$ cat src/rtl/phase_diff_avg_pkg.sv
// Shared constants and state encoding for the phase-difference averager.
package phase_diff_avg_pkg;

  // pi/2 at 7 fractional bits, identical to the CORDIC stage's base angle
  localparam int HALF_PI_Q7 = 201;

  // pi scaled to the requested number of fractional bits (402 at 7 bits)
  function automatic int pi_q(input int p_f);
    if (p_f >= 7) begin
      return (2 * HALF_PI_Q7) << (p_f - 7);
    end
    return (2 * HALF_PI_Q7) >> (7 - p_f);
  endfunction

  typedef enum logic [1:0] {
    ST_IDLE  = 2'd0,
    ST_FIRST = 2'd1,
    ST_ACC   = 2'd2,
    ST_DONE  = 2'd3
  } state_t;

endpackage

$ cat src/rtl/phase_diff_avg_if.sv
// Sample-in / estimate-out handshake bundle for phase_diff_avg.
interface phase_diff_avg_if #(
  parameter int P_WL = 11
);
  logic                   i_start;
  logic                   i_abort;
  logic                   i_valid;
  logic signed [P_WL-1:0] i_phase;
  logic                   o_in_ready;
  logic                   o_valid;
  logic                   i_ready;
  logic signed [P_WL-1:0] o_freq;
  logic                   o_busy;

  // Driver side (stimulus / upstream controller)
  modport master (
    output i_start, i_abort, i_valid, i_phase, i_ready,
    input  o_in_ready, o_valid, o_freq, o_busy
  );

  // Averager side
  modport slave (
    input  i_start, i_abort, i_valid, i_phase, i_ready,
    output o_in_ready, o_valid, o_freq, o_busy
  );
endinterface

$ cat src/rtl/phase_wrap_diff.sv
// Combinational phase difference cur - prev, folded once into [-pi, +pi].
module phase_wrap_diff
  import phase_diff_avg_pkg::*;
#(
  parameter int P_WL = 11,
  parameter int P_F  = 7
) (
  input  logic signed [P_WL-1:0] i_cur,
  input  logic signed [P_WL-1:0] i_prev,
  output logic signed [P_WL-1:0] o_d
);
  localparam logic signed [P_WL:0] PI_W     = (P_WL+1)'(pi_q(P_F));
  localparam logic signed [P_WL:0] TWO_PI_W = (P_WL+1)'(2 * pi_q(P_F));

  logic signed [P_WL:0] w_raw;
  logic signed [P_WL:0] w_wrap;

  // One extra bit for the raw difference; exactly +/-pi is left as is
  always_comb begin
    w_raw  = (P_WL+1)'(i_cur) - (P_WL+1)'(i_prev);
    w_wrap = w_raw;
    if (w_raw > PI_W) begin
      w_wrap = w_raw - TWO_PI_W;
    end else if (w_raw < -PI_W) begin
      w_wrap = w_raw + TWO_PI_W;
    end
    o_d = w_wrap[P_WL-1:0];
  end
endmodule

$ cat src/rtl/phase_diff_avg.sv
// Averages 2^LOG2N wrapped phase differences into a per-sample frequency estimate.
module phase_diff_avg
  import phase_diff_avg_pkg::*;
#(
  parameter int P_WL   = 11,
  parameter int P_F    = 7,
  parameter int LOG2N  = 4,
  parameter int ACC_WL = P_WL + LOG2N
) (
  input  logic                i_clk,
  input  logic                i_rst,
  phase_diff_avg_if.slave     bus
);
  localparam logic [LOG2N-1:0] CNT_LAST = '1;

  state_t                   r_state;
  logic signed [ACC_WL-1:0] r_acc;
  logic [LOG2N-1:0]         r_cnt;
  logic signed [P_WL-1:0]   r_prev;
  logic signed [P_WL-1:0]   r_freq;
  logic                     r_in_ready;
  logic                     r_valid;
  logic                     r_busy;

  logic signed [P_WL-1:0]   w_d;
  logic signed [ACC_WL-1:0] w_d_ext;
  logic signed [ACC_WL-1:0] w_acc_sum;
  logic                     w_xfer;

  phase_wrap_diff #(
    .P_WL (P_WL),
    .P_F  (P_F)
  ) u_wrap (
    .i_cur  (bus.i_phase),
    .i_prev (r_prev),
    .o_d    (w_d)
  );

  // Sign-extended difference and the running sum including this sample
  assign w_d_ext   = ACC_WL'(w_d);
  assign w_acc_sum = r_acc + w_d_ext;
  assign w_xfer    = bus.i_valid & r_in_ready;

  assign bus.o_in_ready = r_in_ready;
  assign bus.o_valid    = r_valid;
  assign bus.o_freq     = r_freq;
  assign bus.o_busy     = r_busy;

  // Control FSM with datapath registers; handshake outputs are registered
  always_ff @(posedge i_clk) begin
    if (i_rst) begin
      r_state    <= ST_IDLE;
      r_acc      <= '0;
      r_cnt      <= '0;
      r_prev     <= '0;
      r_freq     <= '0;
      r_in_ready <= 1'b0;
      r_valid    <= 1'b0;
      r_busy     <= 1'b0;
    end else if (bus.i_abort) begin
      // Partial sums and any pending estimate are simply dropped
      r_state    <= ST_IDLE;
      r_in_ready <= 1'b0;
      r_valid    <= 1'b0;
      r_busy     <= 1'b0;
    end else begin
      case (r_state)
        ST_IDLE: begin
          if (bus.i_start) begin
            r_acc      <= '0;
            r_cnt      <= '0;
            r_state    <= ST_FIRST;
            r_in_ready <= 1'b1;
            r_busy     <= 1'b1;
          end
        end
        ST_FIRST: begin
          // First sample only seeds the reference phase
          if (w_xfer) begin
            r_prev  <= bus.i_phase;
            r_state <= ST_ACC;
          end
        end
        ST_ACC: begin
          if (w_xfer) begin
            r_acc  <= w_acc_sum;
            r_prev <= bus.i_phase;
            r_cnt  <= r_cnt + 1'b1;
            if (r_cnt == CNT_LAST) begin
              // Arithmetic shift: mean rounds toward minus infinity
              r_freq     <= P_WL'(w_acc_sum >>> LOG2N);
              r_state    <= ST_DONE;
              r_in_ready <= 1'b0;
              r_valid    <= 1'b1;
            end
          end
        end
        ST_DONE: begin
          if (bus.i_ready) begin
            r_state <= ST_IDLE;
            r_valid <= 1'b0;
            r_busy  <= 1'b0;
          end
        end
        default: begin
          r_state    <= ST_IDLE;
          r_in_ready <= 1'b0;
          r_valid    <= 1'b0;
          r_busy     <= 1'b0;
        end
      endcase
    end
  end
endmodule
$ cat src/flat_wrapper.sv
// flat-port wrapper written by rule: the top's interface ports become plain ports
module phase_diff_avg_flat import phase_diff_avg_pkg::*;
#(
  parameter int P_WL   = 11,
  parameter int P_F    = 7,
  parameter int LOG2N  = 4,
  parameter int ACC_WL = P_WL + LOG2N
)
  (i_clk, i_rst, bus_i_start, bus_i_abort, bus_i_valid, bus_i_phase, bus_i_ready, bus_o_in_ready, bus_o_valid, bus_o_freq, bus_o_busy);
  phase_diff_avg_if #(.P_WL(P_WL)) bus_i ();
  input  logic i_clk;
  input  logic i_rst;
  input wire logic [$bits(bus_i.i_start)-1:0] bus_i_start;
  input wire logic [$bits(bus_i.i_abort)-1:0] bus_i_abort;
  input wire logic [$bits(bus_i.i_valid)-1:0] bus_i_valid;
  input wire logic [$bits(bus_i.i_phase)-1:0] bus_i_phase;
  input wire logic [$bits(bus_i.i_ready)-1:0] bus_i_ready;
  output wire logic [$bits(bus_i.o_in_ready)-1:0] bus_o_in_ready;
  output wire logic [$bits(bus_i.o_valid)-1:0] bus_o_valid;
  output wire logic [$bits(bus_i.o_freq)-1:0] bus_o_freq;
  output wire logic [$bits(bus_i.o_busy)-1:0] bus_o_busy;
  assign bus_i.i_start = bus_i_start;
  assign bus_i.i_abort = bus_i_abort;
  assign bus_i.i_valid = bus_i_valid;
  assign bus_i.i_phase = bus_i_phase;
  assign bus_i.i_ready = bus_i_ready;
  assign bus_o_in_ready = bus_i.o_in_ready;
  assign bus_o_valid = bus_i.o_valid;
  assign bus_o_freq = bus_i.o_freq;
  assign bus_o_busy = bus_i.o_busy;
  phase_diff_avg #(.P_WL(P_WL), .P_F(P_F), .LOG2N(LOG2N), .ACC_WL(ACC_WL)) u_core (.i_clk(i_clk), .i_rst(i_rst), .bus(bus_i));
endmodule
$ cat config.mk
export PLATFORM = sky130hd
export DESIGN_NAME = phase_diff_avg_flat
export DESIGN_NICKNAME = d
export VERILOG_FILES = /design/src/rtl/phase_diff_avg_pkg.sv /design/src/rtl/phase_diff_avg_if.sv /design/src/rtl/phase_wrap_diff.sv /design/src/rtl/phase_diff_avg.sv /design/src/flat_wrapper.sv
export SDC_FILE = /design/constraint.sdc
export NUM_CORES = 1
export LEC_CHECK = 0
export BUFFER_PORTS_ARGS = -buffer_cell sky130_fd_sc_hd__buf_2
export CAP_MARGIN = 5
export CORE_ASPECT_RATIO = 1.4
export CORE_MARGIN = 2
export CORE_UTILIZATION = 45
export CTS_CLUSTER_SIZE = 12
export DETAILED_ROUTE_END_ITERATION = 7
export PLACE_DENSITY = 0.69
export SLEW_MARGIN = 20
export SYNTH_ARGS = -nofsm -noshare
export SYNTH_HDL_FRONTEND = slang
export SYNTH_SLANG_ARGS = --single-unit
$ cat constraint.sdc
create_clock -name i_clk -period 15.9 [get_ports i_clk]
set_clock_uncertainty 0.1 [all_clocks]
set_input_delay 0.795 -clock i_clk [delete_from_list [all_inputs] [get_ports i_clk]]
set_output_delay 0.795 -clock i_clk [all_outputs]
set_load 0.01 [all_outputs]
# Yosys cells after proc, flatten, opt, wreduce, memory -nomap -nowiden
# Cells that the tools add are included.
[totals]
out_inout_bits = 14
inputBits = 17
regBits = 46
word_cells = 62
[op_classes]
n_addsub = 5
reduce_logical = 13
mux = 23
eq_ne = 9
magnitude_cmp = 2
bitwise = 2
[op_table]
columns = ["cell", "count"]
rows = [
  ["$mux W15", 2],
  ["$pmux W15 S2", 1],
  ["$mux W11", 2],
  ["$reduce_and A4 Y1", 4],
  ["$add A15 B11 Y15", 1],
  ["$gt A12 B10 Y1 const B", 1],
  ["$lt A12 B10 Y1 const B", 1],
  ["$sub A11 B11 Y12", 1],
  ["$add A11 B11 Y11 const B", 1],
  ["$sub A11 B11 Y11 const B", 1],
  ["$mux W2", 5],
  ["$mux W4", 2],
  ["$pmux W2 S4", 1],
  ["$pmux W4 S2", 1],
  ["$mux W1", 6],
  ["$ne A2 B1 Y1 const B", 3],
  ["$pmux W1 S2", 3],
  ["$reduce_and A3 Y1", 2],
  ["$reduce_bool A2 Y1", 3],
  ["$reduce_and A5 Y1", 1],
  ["$add A4 B1 Y4 const B", 1],
  ["$eq A2 B2 Y1 const B", 2],
  ["$eq A4 B4 Y1 const B", 1],
  ["$ne A2 B2 Y1 const B", 2],
  ["other kinds (5)", 6],
]

# Depth between registers and ports, before layout
# Gate-level depths: netlist of run 1.
[logic_depth]
word_depth = 7
depth_mapped = 24
mapped_depth_nobuf = 24

# Modules after synthesis
# From an unflattened synthesis of run 1, not the netlist that was laid out.
[unflattened]
cells_unflattened = 434
area_unflattened_um2 = 3604.7
[modules_own_cells]
columns = ["module", "instances", "cells_per_inst", "seq_area_each_um2", "area_per_inst_um2"]
rows = [
  ["phase_diff_avg", 1, 300, 920.9, 2553.7],
  ["phase_wrap_diff", 1, 134, 0.0, 1051.0],
]

# Worst setup path after synthesis of run 1
# Ideal clock, no wire load.
[synth_timing]
path_type = "input to register"
startpoint = "input bus_i_phase[1]"
endpoint = "register u_core.r_acc[14]"
setup_slack_ps = 10346
arrival_time_ps = 5332
setup_time_ps = 122
cell_stages = 23
path_buffers = 0
cell_sequence = "ha_1 > nor2b_1 > o31a_1 > a21oi_1 > inv_1 > ha_1 > a21oi_1 > a31oi_1 > o221a_2 > o41ai_1 > o21a_1 > a21oi_1 > a31o_2 > xor2_1 > ha_1 > or3_1 > o221ai_1 > a211oi_1 > nor2_1 > nor4b_1 > or3_1 > nor3_1 > a221o_1"
[synth_via]
elab_chain_len = 7
[synth_rtl]
columns = ["element", "line", "rtl"]
rows = [
  ["from (decl)", "flat_wrapper.sv:16", "input wire logic [$bits(bus_i.i_phase)-1:0] bus_i_phase;"],
  ["$sub A11 B11 Y12 *", "phase_wrap_diff.sv:20", "w_raw = (P_WL+1)'(i_cur) - (P_WL+1)'(i_prev);"],
  ["$add A11 B11 Y11 or $lt A12 B10 Y1 (tied branches)", "phase_wrap_diff.sv:25, phase_wrap_diff.sv:24", ""],
  ["$mux W11", "phase_wrap_diff.sv:24", "end else if (w_raw < -PI_W) begin"],
  ["$mux W11 *", "phase_wrap_diff.sv:22", "if (w_raw > PI_W) begin"],
  ["$add A15 B11 Y15 *", "phase_diff_avg.sv:41", "assign w_acc_sum = r_acc + w_d_ext;"],
  ["$mux W15 *", "phase_diff_avg.sv:85", "if (w_xfer) begin"],
  ["$pmux W15 S2 *", "phase_diff_avg.sv:67", "case (r_state)"],
  ["to (signal assigned)", "phase_diff_avg.sv:86", "r_acc <= w_acc_sum;"],
  ["to (decl)", "phase_diff_avg.sv:17", "logic signed [ACC_WL-1:0] r_acc;"],
]
# Every way passes the cells marked *; elsewhere a longest branch is shown, timed or not. The select of a mux whose other input is x is not followed.
# A chain may end at the register's enable or synchronous reset.

# Final worst setup path of run 1
# Ends and elaborated chain as after synthesis.

==> results.md, run 1 <==
* PnR worst setup slack at slightly below 10 ns
* Filler cells at 774
* Clock Tree Buf Depth at 2
* Post-cts resize count at 0
* Most numerous cell in the Yosys netlist: nand2_1
* # IOs at 31
* Layout Cells excl Fill at roughly 580
* Synth top cells by count: nand2_1, dfxtp_1, nor2_1
* FF+latch count, synth at 46
* Worst setup slack after placement at 9.48 ns
* Number of buffers added on ports at 30
* Vias at between 3k and 4k
* Ratio of final minimum period to clock period at 0.388
* Crit path depth at 24
* Row count at 38
* Net count after synthesis at 513
* Core footprint at slightly below 8000 sq um
* Outcome: completed
* PD cells at 70.3 nW/um^2
* Post-synthesis sequential area ratio at 0.256
* Highest-delay cell along the critical path: o41ai_1
* Routability-driven placement congestion ratio at approximately 0.86
* Share of cells above drive strength 1 at 0.116
* Avg WL per Cell at 13.7 um
* DRT Pass-1 Iters at 4
* Antenna diode count at 0
* # clock sinks at 46
* Total power at 0.000274 W
* Vias in the first global route at between 3k and 4k
* CTS tree: yes
* Vert. Die Dim at roughly 110 um
* Hold Crit Depth at 2
* Critical Path Sink Type: register
* DRT antenna net count at 0
* First-pass GRT wire length at 13.8 mm
* Fin. Hold Viols at 0
* CTS Buf Count at 5
* GRT Residual Overflow at 0
* Syn Area/Cell at around 8 sq um
* Max IR drop VDD at 0.0000367 V
* Setup violations, final at 0
* Vias/cell at 5.76
* Worst path bufs/invs at 2
* Detail Placement HPWL at between 6 and 7 mm
* Fmax at 0.162 GHz
* Worst-path cell chain: buf_2 > ha_1 > nor2b_1 > o31a_1 > a21oi_1 > inv_1 > ha_1 > a21oi_1 > a31oi_1 > o221a_2 > o41ai_1 > o21a_1 > a21oi_1 > a31o_2 > xor2_1 > ha_1 > or3_1 > o221ai_1 > a211oi_1 > nor2_1 > nor4b_1 > or3_1 > nor3_1 > a221o_1
* Synth top area cells: dfxtp_1, ha_1, nand2_1
* Hold_sp: u_core.bus.o_freq[2]
* Max Cap Viol at 0
* Worst-Margin Slew at approximately 0.83 ns
* Cell total after placement at 574
* Die ar. at between 8000 and 9000 sq um
* Synth async-reset ratio at 0
* Max-Slew Margin vs Limit at 0.446
* Largest net degree at the start of global routing at 48
* Kind of critical path: primary input to register
* Slew Viols, Final at 0
* Crit path DAT at ~6.3 ns
* RSZ-0062 raised after global routing: no
* Yosys Warn Count at 0
* Reg2Reg Depth at 24
* Post-Syn Area at roughly 3600 sq um
* Worst Path Required at 15.99 ns
* Area growth from synthesis to layout at 8.46%
* Launch point of the worst path: bus_i_phase[1]
* Syn Inst Count at 460
* Hold buffer count at cts at 0
* Post-CTS setup buffers at 0
* CP delay by family, top: compound AO/OA/AOI/OAI gates
* Static leakage at 1.55 nW
* Dominant synthesized flop cell: dfxtp_1
* Worst Setup Start Kind: primary input
* RR Startpoint: u_core.r_prev[1]
* Critical path peak fanout at 7
* All-Layer GR Usage at 0.193
* # DRC at 0
* Tmin final at 6.17 ns
* Nets at 534
* Worst-Skew Late Latency at 0.30 ns
* Setup TNS at 0 ns
* Die Wd at 79.5 um
* Routed WL at about 8.0 mm
* Post-synth EDFFs at 0
* Crit path largest cell delay at 0.48 ns
* Yosys cell types at 64
* Reg clk slew, reported paths at 0.09 ns
* Initial Util at 0.464
* Top-area cell type share of the netlist area at 0.256
* H-tree depth at 2
* Antenna violations before repair at 0
* HP Class: register to register
* Dominant cell type by area after synthesis: dfxtp_1
* Root Buffer: clkbuf_8
* Iter 0 DRT Violations at 93
==> cells in the final DEF, fill, tap and decap left out, types with 10 or more instances in the layout <==
cell      n
inv_1    30
dfxtp_1  46
buf_2    30
or3_1    11
nor3_1   13
ha_1     34
a21oi_1  39
xnor2_1  12
a22oi_1  16
nand2_1  58
o21ai_0  13
nor2_1   40
xor2_1   10
==> cell families (layout without fill, tap and decap cells) <==
kind of cell,count (synthesis),in the layout,synth area share
mux,1,1,0.00279
buf+inv,48,70,0.0526
simple gates,168,168,0.226
fa+ha+maj,36,36,0.130
xor+xnor,22,22,0.0536
compound gates,139,139,0.279
flops,46,46,0.256
==> flip-flops by register name, indices dropped and copies added (netlist names) <==
| name | flops |
|---|---|
| u_core.r_cnt | 4 |
| u_core.bus.o_busy | 1 |
| u_core.r_prev | 11 |
| u_core.r_state | 2 |
| u_core.bus.o_in_ready | 1 |
| u_core.bus.o_freq | 11 |
| u_core.r_acc | 15 |
| u_core.bus.o_valid | 1 |
==> routing by layer <==
| layer | part of all wire | GRT usage |
|---|---|---|
| met1 | 0.43 | 0.216 |
| met2 | 0.52 | 0.355 |
| met3 | 0.028 | 0.0255 |
| met4 | 0.022 | 0.0899 |
| met5 | 0 | 0 |
==> stage by stage <==
stage	utilization	instance area [sq um]	hold slack (ns)
after floorplan	-	3590	0.336
after CTS	0.503	3900	0.360
after global placement	0.491	3810	0.341
after global routing	0.503	3900	0.383
final	0.503	3900	0.355
after detailed placement	0.491	3810	0.346
==> path summary, 6_finish.rpt <==
| path | to | slack, ns |
|---|---|---|
| setup / recovery | u_core.r_acc[14] | 9.73 |
| hold / removal | u_core.bus.o_freq[2] | 0.35 |
| setup reg to reg | u_core.r_acc[14] | 9.98 |
| hold reg to reg | u_core.bus.o_freq[2] | 0.35 |
==> worst min-delay path, delay by kind of cell (launching register included) <==
family,cells,cell delay (ns)
AOI/OAI and AO/OA,1,0.05
and+or+nand+nor,1,0.05
DFF,1,0.32
==> power breakdown <==
group / total, W / internal, W / switching (W)
clock: 0.0000730 / 0.0000310 / 0.0000421
combinational: 0.0000846 / 0.0000329 / 0.0000516
sequential: 0.000116 / 0.000116 / 0.000000553
==> cell type report <==
| type | instances | area (sq um) | share of cell area |
|---|---|---|---|
| Clock buffer | 5 | 68.8 | 0.0177 |
| Clock inverter | 3 | 21.3 | 0.00546 |
| Inverter | 30 | 113 | 0.0289 |
| Multi-Input combinational cell | 366 | 2480 | 0.637 |
| Sequential cell | 46 | 921 | 0.236 |
| Tap cell | 100 | 125 | 0.0321 |
| Timing Repair Buffer | 32 | 165 | 0.0424 |
(Power assumes the default switching activity.)
==> inputs of run 2 (changes only) <==
ABC_AREA = 1   (was not set)
PLACE_DENSITY = 0.71   (was 0.69)
clock period = 5.49 ns   (was 15.9 ns; I/O delays follow)
==> run 2 against run 1 <==
- core utilization rose by 0.89 points
- cell count rose by 16%
- worst setup slack got worse by 9.0 ns
- wire length rose by 9.6%
- design area rose by 1.8%
- sequential share of layout area fell by 0.41 points
- critical path depth rose by 4
- register-to-register slack got worse by 9.3 ns
- non-clock buffer count did not move
- hold slack got worse by 0.28 ns
- via count rose by 6.2%
- total power rose to 3.2 times the previous value
- critical path type is now register to register
- critical endpoint is now u_core.r_acc[10]
==> results.md, run 2 <==
* Outcome: completed
* Post-synth EDFFs at 0
* Worst setup slack after placement at 0.619 ns
* Antenna diode count at 0
* Syn Inst Count at 543
* Crit path largest cell delay at roughly 0.45 ns
* GRT Residual Overflow at 0
* Max Cap Viol at 0
* Core Util, Final at 0.512
* Synth top area cells: dfxtp_1, nand2_1, ha_1
* Vert. Die Dim at ~110 um
* Reg area at 921 sq um
* Detail Placement HPWL at 6.98 mm
* Worst Setup Start Kind: register
* Number of buffers added on ports at 30
* HP Class: primary input to register
* Most common cell after layout, fill and taps aside: nand2_1
* CTS tree: yes
* Crit path DAT at between 4 and 5 ns
* PD cells at around 220 nW/um^2
* Fmax at 0.210 GHz
* Reg2Reg Depth at 28
* Tmin final at 4.77 ns
* Max IR drop VDD at 0.000125 V
* RR Startpoint: u_core.r_prev[0]
* Yosys Warn Count at 0
* Row count at 38
* Worst-Margin Slew at 0.724 ns
* Vias/cell at 5.28
* Hold buffer count at cts at 0
* PnR worst setup slack at slightly above 0.7 ns
* H-tree depth at 2
* Launch point of the worst path: u_core.r_prev[0]
* Synth top cells by count: nand2_1, inv_1, dfxtp_1
* DRT antenna net count at 0
* Post-CTS setup buffers at 0
* CP delay by family, top: simple AND/OR/NAND/NOR gates
* Fin. Hold Viols at 0
* Share of cells above drive strength 1 at 0.125
* DRT Pass-1 Iters at 4
* Ratio of final minimum period to clock period at 0.869
* Busiest metal layer after global routing: met2
* Kind of critical path: register to register
* Net count after synthesis at around 600
* Setup violations, final at 0
* Most numerous cell in the Yosys netlist: nand2_1
* Post-synthesis sequential area ratio at 0.256
* Yosys cell types at 38
* Worst path bufs/invs at 2
* First-pass GRT wire length at 14.4 mm
* Max reg flops at 15
* Critical Path Sink Type: register
* Core footprint at 7750 sq um
* CTS Buf Count at 5
* Routed WL at 8.72 mm
* Worst Path Required at 5.63 ns
* Multi-input logic area at 2290 sq um
* Root Buffer: clkbuf_8
* Nets at 626
* Die Wd at 79.6 um
* Top-area cell type share of the netlist area at 0.256
* Reg clk slew, reported paths at 0.10 ns
* GR Util met1 at 0.212
* Most frequent cells in the layout: nand2_1, inv_1, dfxtp_1
* Synth async-reset ratio at 0
* All-Layer GR Usage at 0.210
* Crit path depth at 28
* Iter 0 DRT Violations at 171
* Critical path peak fanout at 9
* Max-Slew Margin vs Limit at 0.516
* Critical path's most frequent cell: nand2_1
* Avg WL per Cell at 12.9 um
* Slew Viols, Final at 0
* # IOs at 31
* Area growth from synthesis to layout at 10.0%
* Post-cts resize count at 0
* FF+latch count, synth at 46
* Static leakage at 2.03 nW
* RSZ-0062 raised after global routing: no
* Vias in the first global route at 3315
* Biggest register: u_core.r_acc
* Largest net degree at the start of global routing at 27
* Worst setup path endpoint: u_core.r_acc[10]
* Dominant synthesized flop cell: dfxtp_1
* GR Layer Usage met2 at 0.397
* Antenna violations before repair at 0
* Vias at 3558
* Setup TNS at 0 ns
* Syn Area/Cell at roughly 6.6 sq um
* Reg2reg setup slack at between 0.7 and 0.8 ns
* Worst-Skew Late Latency at slightly above 0.3 ns
* Die ar. at 8750 sq um
* Filler cells at 787
* R2R Path End: u_core.r_acc[10]
* Highest-delay cell along the critical path: fa_1
* Clock Tree Buf Depth at 2
* Routability-driven placement congestion ratio at 0.963
* # clock sinks at between 40 and 50
* Met3 Resource Use GR at 0.0345
* Initial Util at 0.465
* Post-Syn Area at 3600 sq um
* Dominant cell type by area after synthesis: dfxtp_1
* # DRC at 0
[run 2: changes by cell type after synthesis, sizes merged, moves of 11 or more]
cell	change
nand3	+28
o21ai	+25
inv	+62
or3	-11
nand2	+83
nor2	-15
a22oi	-16
[run 2: worst reg2reg max path, delay by kind of cell, from the launching register on]
| kind | cells | cell delay [ns] |
|---|---|---|
| simple gates | 13 | 1.24 |
| fa+ha+maj | 4 | 1.17 |
| compound gates | 6 | 0.91 |
| xor+xnor | 3 | 0.73 |
| flops | 1 | 0.34 |
| buf+inv | 2 | 0.23 |
[run 2: worst min-delay path by stage]
stage	from	endpoint	slack [ns]	cells past startpoint
after floorplan	bus_i_ready	u_core.bus.o_valid	0.29	1
after global placement	u_core.r_prev[0]	u_core.r_prev[0]	0.34	2
after detailed placement	u_core.r_prev[3]	u_core.r_prev[3]	0.35	2
after CTS	bus_i_ready	u_core.bus.o_valid	0.06	2
after global routing	bus_i_ready	u_core.bus.o_valid	0.05	2
final	bus_i_ready	u_core.bus.o_valid	0.07	2
[run 2: final cells by class]
| class | instances | share of cell area |
|---|---|---|
| Tap cell | 100 | 0.0316 |
| Clock inverter | 3 | 0.0110 |
| Multi-Input combinational cell | 394 | 0.577 |
| Timing Repair Buffer | 32 | 0.0417 |
| Inverter | 94 | 0.0890 |
| Sequential cell | 46 | 0.232 |
| Clock buffer | 5 | 0.0174 |
[run 2: cells by family after synthesis]
family / Yosys count / synth area share
flip-flops: 46 / 0.256
buffers and inverters: 103 / 0.109
XOR/XNOR: 19 / 0.0462
AND/OR/NAND/NOR: 223 / 0.272
adder cells (fa/ha/maj): 36 / 0.129
AO/OA/AOI/OAI: 115 / 0.185
multiplexers: 1 / 0.00278
[run 2: stage by stage]
stage                     cell area [sq um]  total power [W]  cells  hold slack, ns
after CTS                              3970         0.000891    674          0.0640
final                                  3970         0.000885    674          0.0700
after floorplan                        3600         0.000558    543           0.285
after detailed placement               3850         0.000622    666           0.352
after global placement                 3850         0.000617    666           0.339
after global routing                   3970         0.000941    674          0.0528
[run 2: report_power, final]
| group | total, W | leakage [nW] | switching, W | internal, W |
|---|---|---|---|---|
| logic | 0.000280 | 1.60 | 0.000186 | 0.0000942 |
| clock network | 0.000268 | 0.0585 | 0.000131 | 0.000137 |
| registers | 0.000337 | 0.371 | 0.00000147 | 0.000336 |
[run 2: per-layer routing]
metal / wire (um) / part of all wire / up-vias
met5: 0 / 0 / -
met4: 412 / 0.047 / 0
met3: 245 / 0.028 / 27
met2: 4620 / 0.53 / 68
met1: 3440 / 0.40 / 1624
li1: - / - / 1839
==> inputs of run 3 (changes only) <==
CORE_UTILIZATION = 25   (was 45)
PLACE_DENSITY = 0.47   (was 0.71)
==> run 3 against run 2 <==
- die area increased by 76%
- register-to-register slack got worse by 0.09 ns
- critical path depth did not move
- total power grew 5.2%
- critical endpoint unchanged
- cell count is 13% higher
==> results.md, run 3 (synthesized netlist as in run 2, its figures left out) <==
* Slew Viols, Final at 0
* Tmin final at 4.86 ns
* Clock Tree Buf Depth at 2
* Routed WL at 9.75 mm
* Kind of critical path: register to register
* Vert. Die Dim at 146 um
* Ratio of final minimum period to clock period at 0.886
* Setup TNS at 0 ns
* Worst Setup Start Kind: register
* PD cells at 227 nW/um^2
* Row count at between 50 and 60
* Core Util, Final at 0.293
* Vias at around 3.4k
* Antenna violations before repair at 0
* # IOs at 31
* Cell total after placement at about 750
* Post-cts resize count at 0
* Biggest register: u_core.r_acc
* Detail Placement HPWL at approximately 8.0 mm
* Setup violations, final at 0
* Vias in the first global route at about 3.5k
* Antenna diode count at 0
* Worst Path Required at 5.61 ns
* Root Buffer: clkbuf_16
* Fmax at 0.206 GHz
* Highest-delay cell along the critical path: fa_1
* RSZ-0062 raised after global routing: no
* Area growth from synthesis to layout at 13.8%
* Worst-Skew Late Latency at 0.29 ns
* First-pass GRT wire length at approximately 16 mm
* Crit path largest cell delay at 0.45 ns
* Die ar. at between 15000 and 20000 sq um
* Avg WL per Cell at 12.8 um
* Die Wd at approximately 110 um
* Number of buffers added on ports at 30
* Critical path's most frequent cell: nand2_1
* Hold buffer count at cts at 0
* Cell area after layout at 4100 sq um
* WL met3 at roughly 200 um
* DRT antenna net count at 0
* Share of cells above drive strength 1 at 0.124
* Routability-driven placement congestion ratio at 0.912
* Crit path DAT at 4.98 ns
* Critical path peak fanout at 9
* H-tree depth at 2
* Total power at 0.000931 W
* Core footprint at 14000 sq um
* Most common cell after layout, fill and taps aside: nand2_1
* Max IR drop VDD at 0.000135 V
* CTS tree: yes
* Vias/cell at 4.54
* Iter 0 DRT Violations at 94
* # clock sinks at 46
* All-Layer GR Usage at 0.132
* Critical Path Sink Type: register
* Placed cell area at 3960 sq um
* GRT Residual Overflow at 0
* DR top layer: met4
* Post-CTS setup buffers at 0
* Max reg flops at 15
* Outcome: completed
* # DRC at 0
* Reg clk slew, reported paths at roughly 0.07 ns
* Max-Slew Margin vs Limit at 0.509
* Fin. Hold Viols at 0
* Most frequent cells in the layout: nand2_1, inv_1, dfxtp_1
* Worst-Margin Slew at 0.736 ns
* DRT Pass-1 Iters at 5
* Nets at between 600 and 700
* Layout Cells excl Fill at around 760
* WL met2 at 5.17 mm
* Static leakage at 2.04 nW
* Largest net degree at the start of global routing at 27
* Wl on met1 at 4.07 mm
* CTS Buf Count at 5
* HP Class: primary input to register
* Max Cap Viol at 0
* Initial Util at 0.258
[run 3: changes by cell type in the layout (fill, tap and decap cells not counted)]
cell,previous run,this run
clkbuf_16,0,5
inv_6,1,0
clkinv_4,0,1
clkbuf_8,5,0
clkbuf_1,0,1
bufinv_16,1,0
[run 3: through the flow]
stage | hold slack [ns] | setup slack (ns)
2_1_floorplan | 0.285 | 1.37
3_3_place_gp | 0.344 | 0.498
3_5_place_dp | 0.348 | 0.510
4_1_cts | 0.0818 | 0.604
5_1_grt | 0.108 | 0.0449
6_report | 0.0945 | 0.629
[run 3: final timing paths]
| check | cells after the start | end | start | slack [ns] |
|---|---|---|---|---|
| worst max-delay path | 28 | u_core.r_acc[10] | u_core.r_prev[0] | 0.63 |
| worst min-delay path | 2 | u_core.bus.o_valid | bus_i_ready | 0.09 |
| worst max register to register | 28 | u_core.r_acc[10] | u_core.r_prev[0] | 0.63 |
| worst min register to register | 2 | u_core.r_prev[5] | u_core.r_prev[5] | 0.36 |
[run 3: worst max-delay path: cells and delay by family (launching register included)]
kind | cells | cell delay, ns
and+or+nand+nor | 13 | 1.27
adders and majority gates | 4 | 1.16
AOI/OAI and AO/OA | 6 | 0.89
xor gates and xnor gates | 3 | 0.81
DFF | 1 | 0.33
buffers and inverters | 2 | 0.22
[run 3: area by class of cell]
cell class	instances	area (sq um)
inverters	94	353
fillers	1557	9870
multi-input cells	394	2290
clock buffers	6	129
flip-flops and latches	46	921
repair buffers	32	165
well taps	185	231
clock inverters	2	13.8
[run 3: report_power, final]
part / switching (W) / internal (W) / leakage [nW]
Clock: 0.000140 / 0.000169 / 0.0708
Sequential: 0.00000148 / 0.000336 / 0.371
Combinational: 0.000190 / 0.0000943 / 1.60
[run 3: routing by layer]
layer | up-vias | track usage
li1 | 1825 | -
met1 | 1543 | 0.140
met2 | 56 | 0.256
met3 | 22 | 0.0183
met4 | 0 | 0.0520
met5 | - | 0
